==> src/rtl/i2s_stream_tx.sv <==
// I2S transmitter: valid/ready frame FIFO, integer BCLK/LRCLK divider, MSB-first I2S framing.
// Optional underrun counter (underrun_cnt, cnt_clr) is enabled by defining I2S_TX_UNDERRUN_CNT_EN.
module i2s_stream_tx #(
  parameter int SAMPLE_W      = 16,
  parameter int SLOT_BITS     = 32,
  parameter int BCLK_DIV      = 8,
  parameter int FIFO_DEPTH    = 8,
  parameter int STEREO        = 1,
  parameter int UNDERRUN_HOLD = 1
) (
  input  logic                              clk_sys,
  input  logic                              reset_n,
  input  logic                              in_valid,
  output logic                              in_ready,
  input  logic [SAMPLE_W-1:0]               in_left,
  input  logic [SAMPLE_W-1:0]               in_right,
  output logic [$clog2(FIFO_DEPTH+1)-1:0]   level,
  output logic                              underrun,
  output logic                              i2s_bclk,
  output logic                              i2s_lrclk,
  output logic                              i2s_data
`ifdef I2S_TX_UNDERRUN_CNT_EN
  ,
  input  logic                              cnt_clr,
  output logic [15:0]                       underrun_cnt
`endif
);

  localparam int DIV_W = (BCLK_DIV > 1) ? $clog2(BCLK_DIV) : 1;
  localparam int BIT_W = $clog2(2 * SLOT_BITS);
  localparam int PTR_W = $clog2(FIFO_DEPTH);
  localparam int LVL_W = $clog2(FIFO_DEPTH + 1);
  localparam int FRM_W = 2 * SAMPLE_W;

  logic [DIV_W-1:0] r_div_cnt;
  logic             r_bclk;
  logic [BIT_W-1:0] r_bit_cnt;
  logic             r_lrclk;
  logic             r_data;
  logic             r_underrun;
  logic [FRM_W-1:0] r_held;
  logic [PTR_W-1:0] r_wr_ptr;
  logic [PTR_W-1:0] r_rd_ptr;
  logic [LVL_W-1:0] r_level;
  logic [FRM_W-1:0] r_mem [FIFO_DEPTH];

  logic                w_div_wrap;
  logic                w_fe;
  logic                w_frame_wrap;
  logic                w_empty;
  logic                w_push;
  logic                w_pop;
  logic [FRM_W-1:0]    w_push_frame;
  logic [BIT_W-1:0]    w_bit_nxt;
  logic                w_lr_nxt;
  logic [BIT_W-1:0]    w_pos;
  logic [SAMPLE_W-1:0] w_word;
  logic [SAMPLE_W-1:0] w_shift;
  logic                w_data_nxt;

  assign w_div_wrap   = (r_div_cnt == DIV_W'(BCLK_DIV - 1));
  assign w_fe         = w_div_wrap & r_bclk;
  assign w_frame_wrap = w_fe & (r_bit_cnt == BIT_W'(2 * SLOT_BITS - 1));
  assign w_empty      = (r_level == LVL_W'(0));
  assign in_ready     = (r_level != LVL_W'(FIFO_DEPTH));
  assign w_push       = in_valid & in_ready;
  assign w_pop        = w_frame_wrap & ~w_empty;
  // Mono builds duplicate the left word so the right slot repeats it.
  assign w_push_frame = {in_left, (STEREO != 0) ? in_right : in_left};

  always_comb begin
    w_bit_nxt  = (r_bit_cnt == BIT_W'(2 * SLOT_BITS - 1)) ? BIT_W'(0) : r_bit_cnt + BIT_W'(1);
    w_lr_nxt   = (w_bit_nxt >= BIT_W'(SLOT_BITS));
    w_pos      = w_lr_nxt ? (w_bit_nxt - BIT_W'(SLOT_BITS)) : w_bit_nxt;
    w_word     = w_lr_nxt ? r_held[SAMPLE_W-1:0] : r_held[FRM_W-1:SAMPLE_W];
    w_shift    = w_word >> (BIT_W'(SAMPLE_W) - w_pos);
    w_data_nxt = ((w_pos != BIT_W'(0)) && (w_pos <= BIT_W'(SAMPLE_W))) ? w_shift[0] : 1'b0;
  end

  always_ff @(posedge clk_sys) begin
    if (w_push) begin
      r_mem[r_wr_ptr] <= w_push_frame;
    end
  end

  always_ff @(posedge clk_sys) begin
    if (!reset_n) begin
      r_div_cnt  <= DIV_W'(0);
      r_bclk     <= 1'b0;
      r_bit_cnt  <= BIT_W'(0);
      r_lrclk    <= 1'b0;
      r_data     <= 1'b0;
      r_underrun <= 1'b0;
      r_held     <= FRM_W'(0);
      r_wr_ptr   <= PTR_W'(0);
      r_rd_ptr   <= PTR_W'(0);
      r_level    <= LVL_W'(0);
    end else begin
      r_div_cnt  <= w_div_wrap ? DIV_W'(0) : r_div_cnt + DIV_W'(1);
      r_bclk     <= w_div_wrap ? ~r_bclk : r_bclk;
      r_underrun <= w_frame_wrap & w_empty;
      if (w_fe) begin
        r_bit_cnt <= w_bit_nxt;
        r_lrclk   <= w_lr_nxt;
        r_data    <= w_data_nxt;
      end
      // The fetched frame serves the whole left+right period that starts now.
      if (w_pop) begin
        r_held <= r_mem[r_rd_ptr];
      end else if (w_frame_wrap && (UNDERRUN_HOLD == 0)) begin
        r_held <= FRM_W'(0);
      end
      if (w_push) begin
        r_wr_ptr <= r_wr_ptr + PTR_W'(1);
      end
      if (w_pop) begin
        r_rd_ptr <= r_rd_ptr + PTR_W'(1);
      end
      case ({w_push, w_pop})
        2'b10:   r_level <= r_level + LVL_W'(1);
        2'b01:   r_level <= r_level - LVL_W'(1);
        default: r_level <= r_level;
      endcase
    end
  end

  assign level     = r_level;
  assign underrun  = r_underrun;
  assign i2s_bclk  = r_bclk;
  assign i2s_lrclk = r_lrclk;
  assign i2s_data  = r_data;

`ifdef I2S_TX_UNDERRUN_CNT_EN
  logic [15:0] r_ur_cnt;

  // Saturating count of underrun events; clear wins over increment.
  always_ff @(posedge clk_sys) begin
    if (!reset_n) begin
      r_ur_cnt <= 16'h0000;
    end else if (cnt_clr) begin
      r_ur_cnt <= 16'h0000;
    end else if (w_frame_wrap && w_empty && (r_ur_cnt != 16'hFFFF)) begin
      r_ur_cnt <= r_ur_cnt + 16'h0001;
    end
  end

  assign underrun_cnt = r_ur_cnt;
`endif

endmodule

==> config.mk <==
export PLATFORM = sky130hd
export DESIGN_NAME = i2s_stream_tx
export DESIGN_NICKNAME = d
export VERILOG_FILES = /design/src/rtl/i2s_stream_tx.sv
export SDC_FILE = /design/constraint.sdc
export NUM_CORES = 1
export LEC_CHECK = 0
export CORE_ASPECT_RATIO = 0.6
export CORE_UTILIZATION = 57
export CTS_BUF_LIST = sky130_fd_sc_hd__clkbuf_2 sky130_fd_sc_hd__clkbuf_4 sky130_fd_sc_hd__clkbuf_8
export DETAILED_ROUTE_END_ITERATION = 12
export PLACE_DENSITY = 0.77
export REMOVE_ABC_BUFFERS = 1
export SYNTH_ARGS = -nofsm -noshare
export SYNTH_HDL_FRONTEND = slang
export SYNTH_SLANG_ARGS = --single-unit
export TNS_END_PERCENT = 100
==> constraint.sdc <==
create_clock -name clk_sys -period 4.12 [get_ports clk_sys]
set_clock_uncertainty 0.1 [all_clocks]
set_input_delay 0.824 -clock clk_sys [delete_from_list [all_inputs] [get_ports clk_sys]]
set_output_delay 0.824 -clock clk_sys [all_outputs]
set_load 0.005 [all_outputs]
==> flow_metrics.env, run 1 <==
export IMPL_outcome="complete, no violations"
export IMPL_min_path_type="reg2reg"
export IMPL_end_kind="flop"
export IMPL_ir_worst_vdd_uv=297
export IMPL_cellPowerDensity_nw_per_um2=431
export IMPL_rsz0062_at_grt="false"
export IMPL_cts_sinks=311
export IMPL_rows=41
export IMPL_slew_viol_final=0
export IMPL_tightestPinTransition_ns=1.12
export IMPL_r2r_slack_ns=0.92
export IMPL_cts_tree="done"
export IMPL_routabilityCongestion=0.810
export IMPL_path_max_fanout=9
export IMPL_crit_chain="ha_1, and3_1, nand3_1, nor3_2, ha_1, ha_1, a21o_1, a21oi_1, xnor2_1, or3_1, a21boi_0"
export IMPL_yosys_register_bits=311
export IMPL_cts_buffers=44
export IMPL_clk_pin_slew_ns=0.07
export IMPL_synth_area_um2=12300
export IMPL_grt_pass1_wl_mm=35.6
export IMPL_power_leakage_nw=4.79
export IMPL_final_common_cell="edfxtp_1"
export IMPL_track_usage=0.219
export IMPL_p_clk_frac=0.390
export IMPL_final_cell_mix="256 x edfxtp_1, 66 x mux4_2, 55 x nand2_1"
export IMPL_hold_viol=0
export IMPL_synthArstFlopShare=0
export IMPL_dieWidth_um=191
export IMPL_yosys_warnings=0
export IMPL_power_frac_seq=0.578
export IMPL_maxSlewHeadroom=0.254
export IMPL_grt_pass1_vias=6423
export IMPL_final_cells=1043
export IMPL_routed_via_density=5.88
export IMPL_timing_critical_path_required_ns=4.49
export IMPL_io_buffers=43
export IMPL_critPathMaxStageDelay_ns=0.52
export IMPL_root_buffer="clkbuf_8"
export IMPL_cts_hold_buffers_added=0
export IMPL_cp_top_family="simple AND/OR/NAND/NOR gates"
export IMPL_place_hpwl_mm=13.3
export IMPL_gr_total_overflow=0
export IMPL_n_antenna_cell=0
export IMPL_power_mw=6.01
export IMPL_synth_seq_area_share=0.716
export IMPL_final_setup_viol_count=0
export IMPL_p_sw_frac=0.206
export IMPL_htree_num_levels=2
export IMPL_cp_arrival_ns=3.57
export IMPL_cts_resized=0
export IMPL_path_buf_inv=0
export IMPL_first_pass_iters=5
export IMPL_min_period_ns=3.20
export IMPL_switchingPower_mw=1.24
export IMPL_max_freq_ghz=0.313
export IMPL_clock_latency_ns=0.56
export IMPL_fin_crit_sh=0.776
export IMPL_power_frac_comb=0.032
export IMPL_die_area_um2=22100
export IMPL_finalSetupTns_ns=0
export IMPL_internal_power_mw=4.77
export IMPL_drc=0
export IMPL_fin_area_um2=13900
export IMPL_syn_inst=665
export IMPL_drt_iter0_drc=457
export IMPL_vias=6138
export IMPL_avgSynthCellArea_um2=18.4
export IMPL_die_h_um=116
export IMPL_synthFlopType="edfxtp_1"
export IMPL_wl_mm=22.9
export IMPL_initial_core_util=0.583
export IMPL_syn2layout_area_growth_pct=13.7
export IMPL_max_clock_path_buffers=3
export IMPL_drive_gt1_frac=0.225
export IMPL_path_class="reg2reg"
export IMPL_dpl_cell_area_um2=13100
export IMPL_whs_ns=0.360
export IMPL_synth_edf_count=256
export IMPL_post_drt_wl_per_cell_um=22.0
export IMPL_synth_cell_types=49
export IMPL_nNetsFinal=776
export IMPL_cp_start_kind="flop"
export IMPL_io_pins=44
export IMPL_cap_viol_max_count=0
export IMPL_antenna_left=0
export IMPL_placed_cells=963
export IMPL_antenna_found_initial=0
export IMPL_core_area_um2=21000
export IMPL_grt_max_degree=68
export IMPL_postCtsSetupBuffers=0
export IMPL_cp_slowest_cell="dfxtp_1"
export IMPL_path_common_cell="ha_1"
==> stage by stage <==
stage	worst slack, ns	util
floorplan	-2.39	-
global placement	1.05	0.622
detailed placement	0.993	0.622
CTS	0.960	0.663
global route	0.691	0.663
finish	0.924	0.663
==> kinds of logic after synthesis <==
logic type | after synthesis | share of synthesized area
AND/OR/NAND/NOR | 111 | 0.0423
flip-flops | 311 | 0.716
XOR/XNOR | 12 | 0.00857
buffers and inverters | 45 | 0.0170
adder cells (fa/ha/maj) | 11 | 0.0118
multiplexers | 105 | 0.155
AO/OA/AOI/OAI | 70 | 0.0490
==> worst reg2reg max path, stage by stage, from the launching register on <==
cell and delay, ns:
dfxtp_1 0.52, ha_1 0.32, and3_1 0.34, nand3_1 0.21
nor3_2 0.20, ha_1 0.24, ha_1 0.25, a21o_1 0.18
a21oi_1 0.17, xnor2_1 0.09, or3_1 0.29, a21boi_0 0.21
==> state kept, by name (all words and copies together), names as in the netlist <==
name and cells:
r_rd_ptr 3, i2s_data 1, i2s_bclk 1, r_held 32, r_mem 256, r_div_cnt 3
underrun 1, r_bit_cnt 6, level 4, r_wr_ptr 3, i2s_lrclk 1
==> layout make-up <==
cell class,count,area (um^2)
fillers,1361,7090
multi-input cells,309,3330
clock buffers,65,795
flip-flops and latches,311,8790
inverters,6,22.5
repair buffers,58,588
well taps,279,349
clock inverters,15,65.1
==> layer usage <==
layer | wire [um] | vias to the layer above | GRT usage | share of wire
met3 | 1400 | 31 | 0.0457 | 0.061
met2 | 10300 | 182 | 0.339 | 0.45
met5 | 0 | - | 0 | 0
met1 | 10800 | 3141 | 0.317 | 0.47
li1 | - | 2784 | - | -
met4 | 385 | 0 | 0.0720 | 0.017
==> cell usage after synthesis, types with 2 or more instances <==
cell type	number	area, um^2
buf_1	5	18.8
nand2_1	55	206
nor3_1	8	40.0
a31oi_1	4	25.0
nand2b_1	2	12.5
nor2b_1	3	18.8
a2111oi_0	2	17.5
xnor2_1	9	78.8
dfxtp_1	55	1100
nor2_1	12	45.0
or2_2	2	12.5
mux2i_1	35	350
nand3_1	7	35.0
xor2_1	3	26.3
a21boi_0	5	37.5
o211a_1	34	340
a21oi_1	5	25.0
and3b_1	3	26.3
a21o_1	2	15.0
clkbuf_1	19	71.3
o21ai_0	8	40.0
mux4_2	66	1490
mux2_2	2	22.5
ha_1	10	125
inv_1	6	22.5
edfxtp_1	256	7690
and3_1	2	12.5
buf_6	3	33.8
buf_2	11	55.1
or3_1	2	12.5
and2_1	10	62.6
nor3b_1	2	15.0
==> power groups by stage <==
stage	Clock [mW]	Combinational (mW)	Sequential, mW
2_1_floorplan	0	0.0716	3.54
3_3_place_gp	0	0.182	3.54
3_5_place_dp	0	0.190	3.54
4_1_cts	2.40	0.191	3.47
5_1_grt	2.53	0.206	3.48
6_report	2.34	0.189	3.47
==> path summary, 6_finish.rpt <==
check / start / end / cells after the start
setup reg to reg: r_bit_cnt[0] / level[3] / 11
hold reg to reg: r_div_cnt[0] / r_div_cnt[0] / 1
setup / recovery: r_bit_cnt[0] / level[3] / 11
hold / removal: r_div_cnt[0] / r_div_cnt[0] / 1
(Power assumes the default switching activity.)
==> run 2: changes to the inputs <==
- clock period: 4.12 -> 2.9 ns (I/O delays scaled with it)
==> run 2 against run 1 <==
Against the previous run:
- critical path depth did not move
- die area unchanged
- fmax is 15% higher
- cell count grew 0.96%
==> flow_metrics.env, run 2 (synthesis results as in run 1) <==
export IMPL_outcome="complete, no violations"
export IMPL_rr_endpoint="level[3]"
export IMPL_wl_met1_mm=11.0
export IMPL_crit_chain="ha_4, and3_1, nand3_1, nor3_2, ha_2, ha_1, a21o_1, a21oi_1, xnor2_1, or3_1, a21boi_1"
export IMPL_final_setup_viol_count=0
export IMPL_cp_top_family="simple AND/OR/NAND/NOR gates"
export IMPL_antenna_left=0
export IMPL_die_area_um2=22100
export IMPL_cp_arrival_ns=3.14
export IMPL_final_util=0.674
export IMPL_fin_area_um2=14200
export IMPL_track_usage=0.229
export IMPL_power_leakage_nw=4.90
export IMPL_clk_pin_slew_ns=0.07
export IMPL_path_buf_inv=0
export IMPL_core_area_um2=21000
export IMPL_gr_total_overflow=0
export IMPL_cts_sinks=311
export IMPL_root_buffer="clkbuf_8"
export IMPL_end_kind="flop"
export IMPL_final_cell_mix="256 x edfxtp_1, 66 x mux4_2, 55 x nand2_1"
export IMPL_hold_depth=1
export IMPL_tightestPinTransition_ns=0.665
export IMPL_switchingPower_mw=1.78
export IMPL_cap_viol_max_count=0
export IMPL_maxSlewHeadroom=0.557
export IMPL_largest_reg_flops=256
export IMPL_critPathMaxStageDelay_ns=0.40
export IMPL_place_hpwl_mm=13.8
export IMPL_power_frac_seq=0.562
export IMPL_routed_wl_met2_mm=11.3
export IMPL_max_freq_ghz=0.360
export IMPL_fin_crit_sh=0.958
export IMPL_min_from="r_div_cnt[0]"
export IMPL_dpl_cell_area_um2=13200
export IMPL_postCtsSetupBuffers=0
export IMPL_whs_ns=0.346
export IMPL_max_clock_path_buffers=3
export IMPL_dieWidth_um=191
export IMPL_min_path_type="reg2reg"
export IMPL_p_clk_frac=0.407
export IMPL_path_max_fanout=6
export IMPL_cts_buffers=44
export IMPL_hold_path_end="r_div_cnt[0]"
export IMPL_route_met3_wl_mm=1.53
export IMPL_antenna_found_initial=0
export IMPL_final_common_cell="edfxtp_1"
export IMPL_cts_tree="done"
export IMPL_p_sw_frac=0.203
export IMPL_timing_critical_path_required_ns=3.26
export IMPL_drive_gt1_frac=0.252
export IMPL_grt_max_degree=68
export IMPL_highest_layer="met4"
export IMPL_drt_iter0_drc=555
export IMPL_io_buffers=43
export IMPL_syn2layout_area_growth_pct=15.6
export IMPL_die_h_um=116
export IMPL_grt_pass1_vias=6454
export IMPL_power_frac_comb=0.030
export IMPL_biggestRegsByFlops="r_mem x256, r_held x32, r_bit_cnt x6"
export IMPL_cellPowerDensity_nw_per_um2=619
export IMPL_path_class="reg2reg"
export IMPL_first_pass_iters=4
export IMPL_cts_resized=0
export IMPL_ir_worst_vdd_uv=499
export IMPL_cts_hold_buffers_added=0
export IMPL_drc=0
export IMPL_htree_num_levels=2
export IMPL_vias=6256
export IMPL_cp_start_kind="flop"
export IMPL_r2r_slack_ns=0.12
export IMPL_io_pins=44
export IMPL_wl_mm=24.1
export IMPL_routabilityCongestion=0.852
export IMPL_rows=41
export IMPL_nNetsFinal=786
export IMPL_grt_pass1_wl_mm=37.2
export IMPL_fill_cells=1352
export IMPL_slew_viol_final=0
export IMPL_routed_via_density=5.94
export IMPL_finalSetupTns_ns=0
export IMPL_regMostFlops="r_mem"
export IMPL_cp_slowest_cell="dfxtp_1"
export IMPL_n_antenna_cell=0
export IMPL_crit_reg2reg_launch="r_bit_cnt[0]"
export IMPL_min_period_ns=2.78
export IMPL_initial_core_util=0.583
export IMPL_rr_worst_depth=11
export IMPL_internal_power_mw=6.99
export IMPL_post_drt_wl_per_cell_um=22.9
export IMPL_clock_latency_ns=0.55
export IMPL_hold_viol=0
==> run 2: changes by cell type in the layout (fill, tap and decap cells not counted), sizes merged <==
cell,previous run,this run
inv,6,7
clkinv,13,8
clkbuf,65,67
buf,16,26
bufinv,0,2
==> run 2: stage by stage <==
step                      setup slack [ns]  instances  total power [mW]
after global placement              0.0862        973              5.28
after global routing               -0.0289       1053              9.06
after CTS                           0.0260       1053              8.84
after floorplan                      -3.61        626              5.13
after detailed placement           -0.0956        973              5.30
final                                0.120       1053              8.77
==> run 2: final cells by class <==
| cell class | instances | area, um^2 | share of cell area |
|---|---|---|---|
| inverter | 6 | 22.5 | 0.00159 |
| clock inverter | 13 | 120 | 0.00847 |
| multi-input combinational | 309 | 3350 | 0.236 |
| timing repair buffer | 68 | 738 | 0.0521 |
| clock buffer | 67 | 810 | 0.0571 |
| tap | 279 | 349 | 0.0246 |
| sequential | 311 | 8800 | 0.620 |
==> run 2: worst max-delay path by stage <==
| stage | from | to | slack, ns | cells past startpoint |
|---|---|---|---|---|
| final | r_bit_cnt[0] | level[3] | 0.12 | 11 |
| after global routing | r_bit_cnt[0] | level[3] | -0.03 | 11 |
| after CTS | r_bit_cnt[1] | level[3] | 0.03 | 11 |
| after detailed placement | in_valid | level[3] | -0.1 | 9 |
| after global placement | in_valid | level[3] | 0.09 | 9 |
| after floorplan | r_bit_cnt[0] | level[3] | -3.61 | 11 |
==> run 2: layer usage <==
layer / vias to the layer above / GRT usage
li1: 2803 / -
met1: 3233 / 0.336
met2: 187 / 0.360
met3: 33 / 0.0488
met4: 0 / 0.0471
met5: - / 0
==> run 2: power groups by stage <==
| stage | combinational (mW) | sequential, mW | clock [mW] |
|---|---|---|---|
| detailed placement | 0.269 | 5.03 | 0 |
| global placement | 0.256 | 5.02 | 0 |
| floorplan | 0.102 | 5.03 | 0 |
| CTS | 0.270 | 4.94 | 3.63 |
| finish | 0.267 | 4.94 | 3.57 |
| global route | 0.291 | 4.94 | 3.83 |
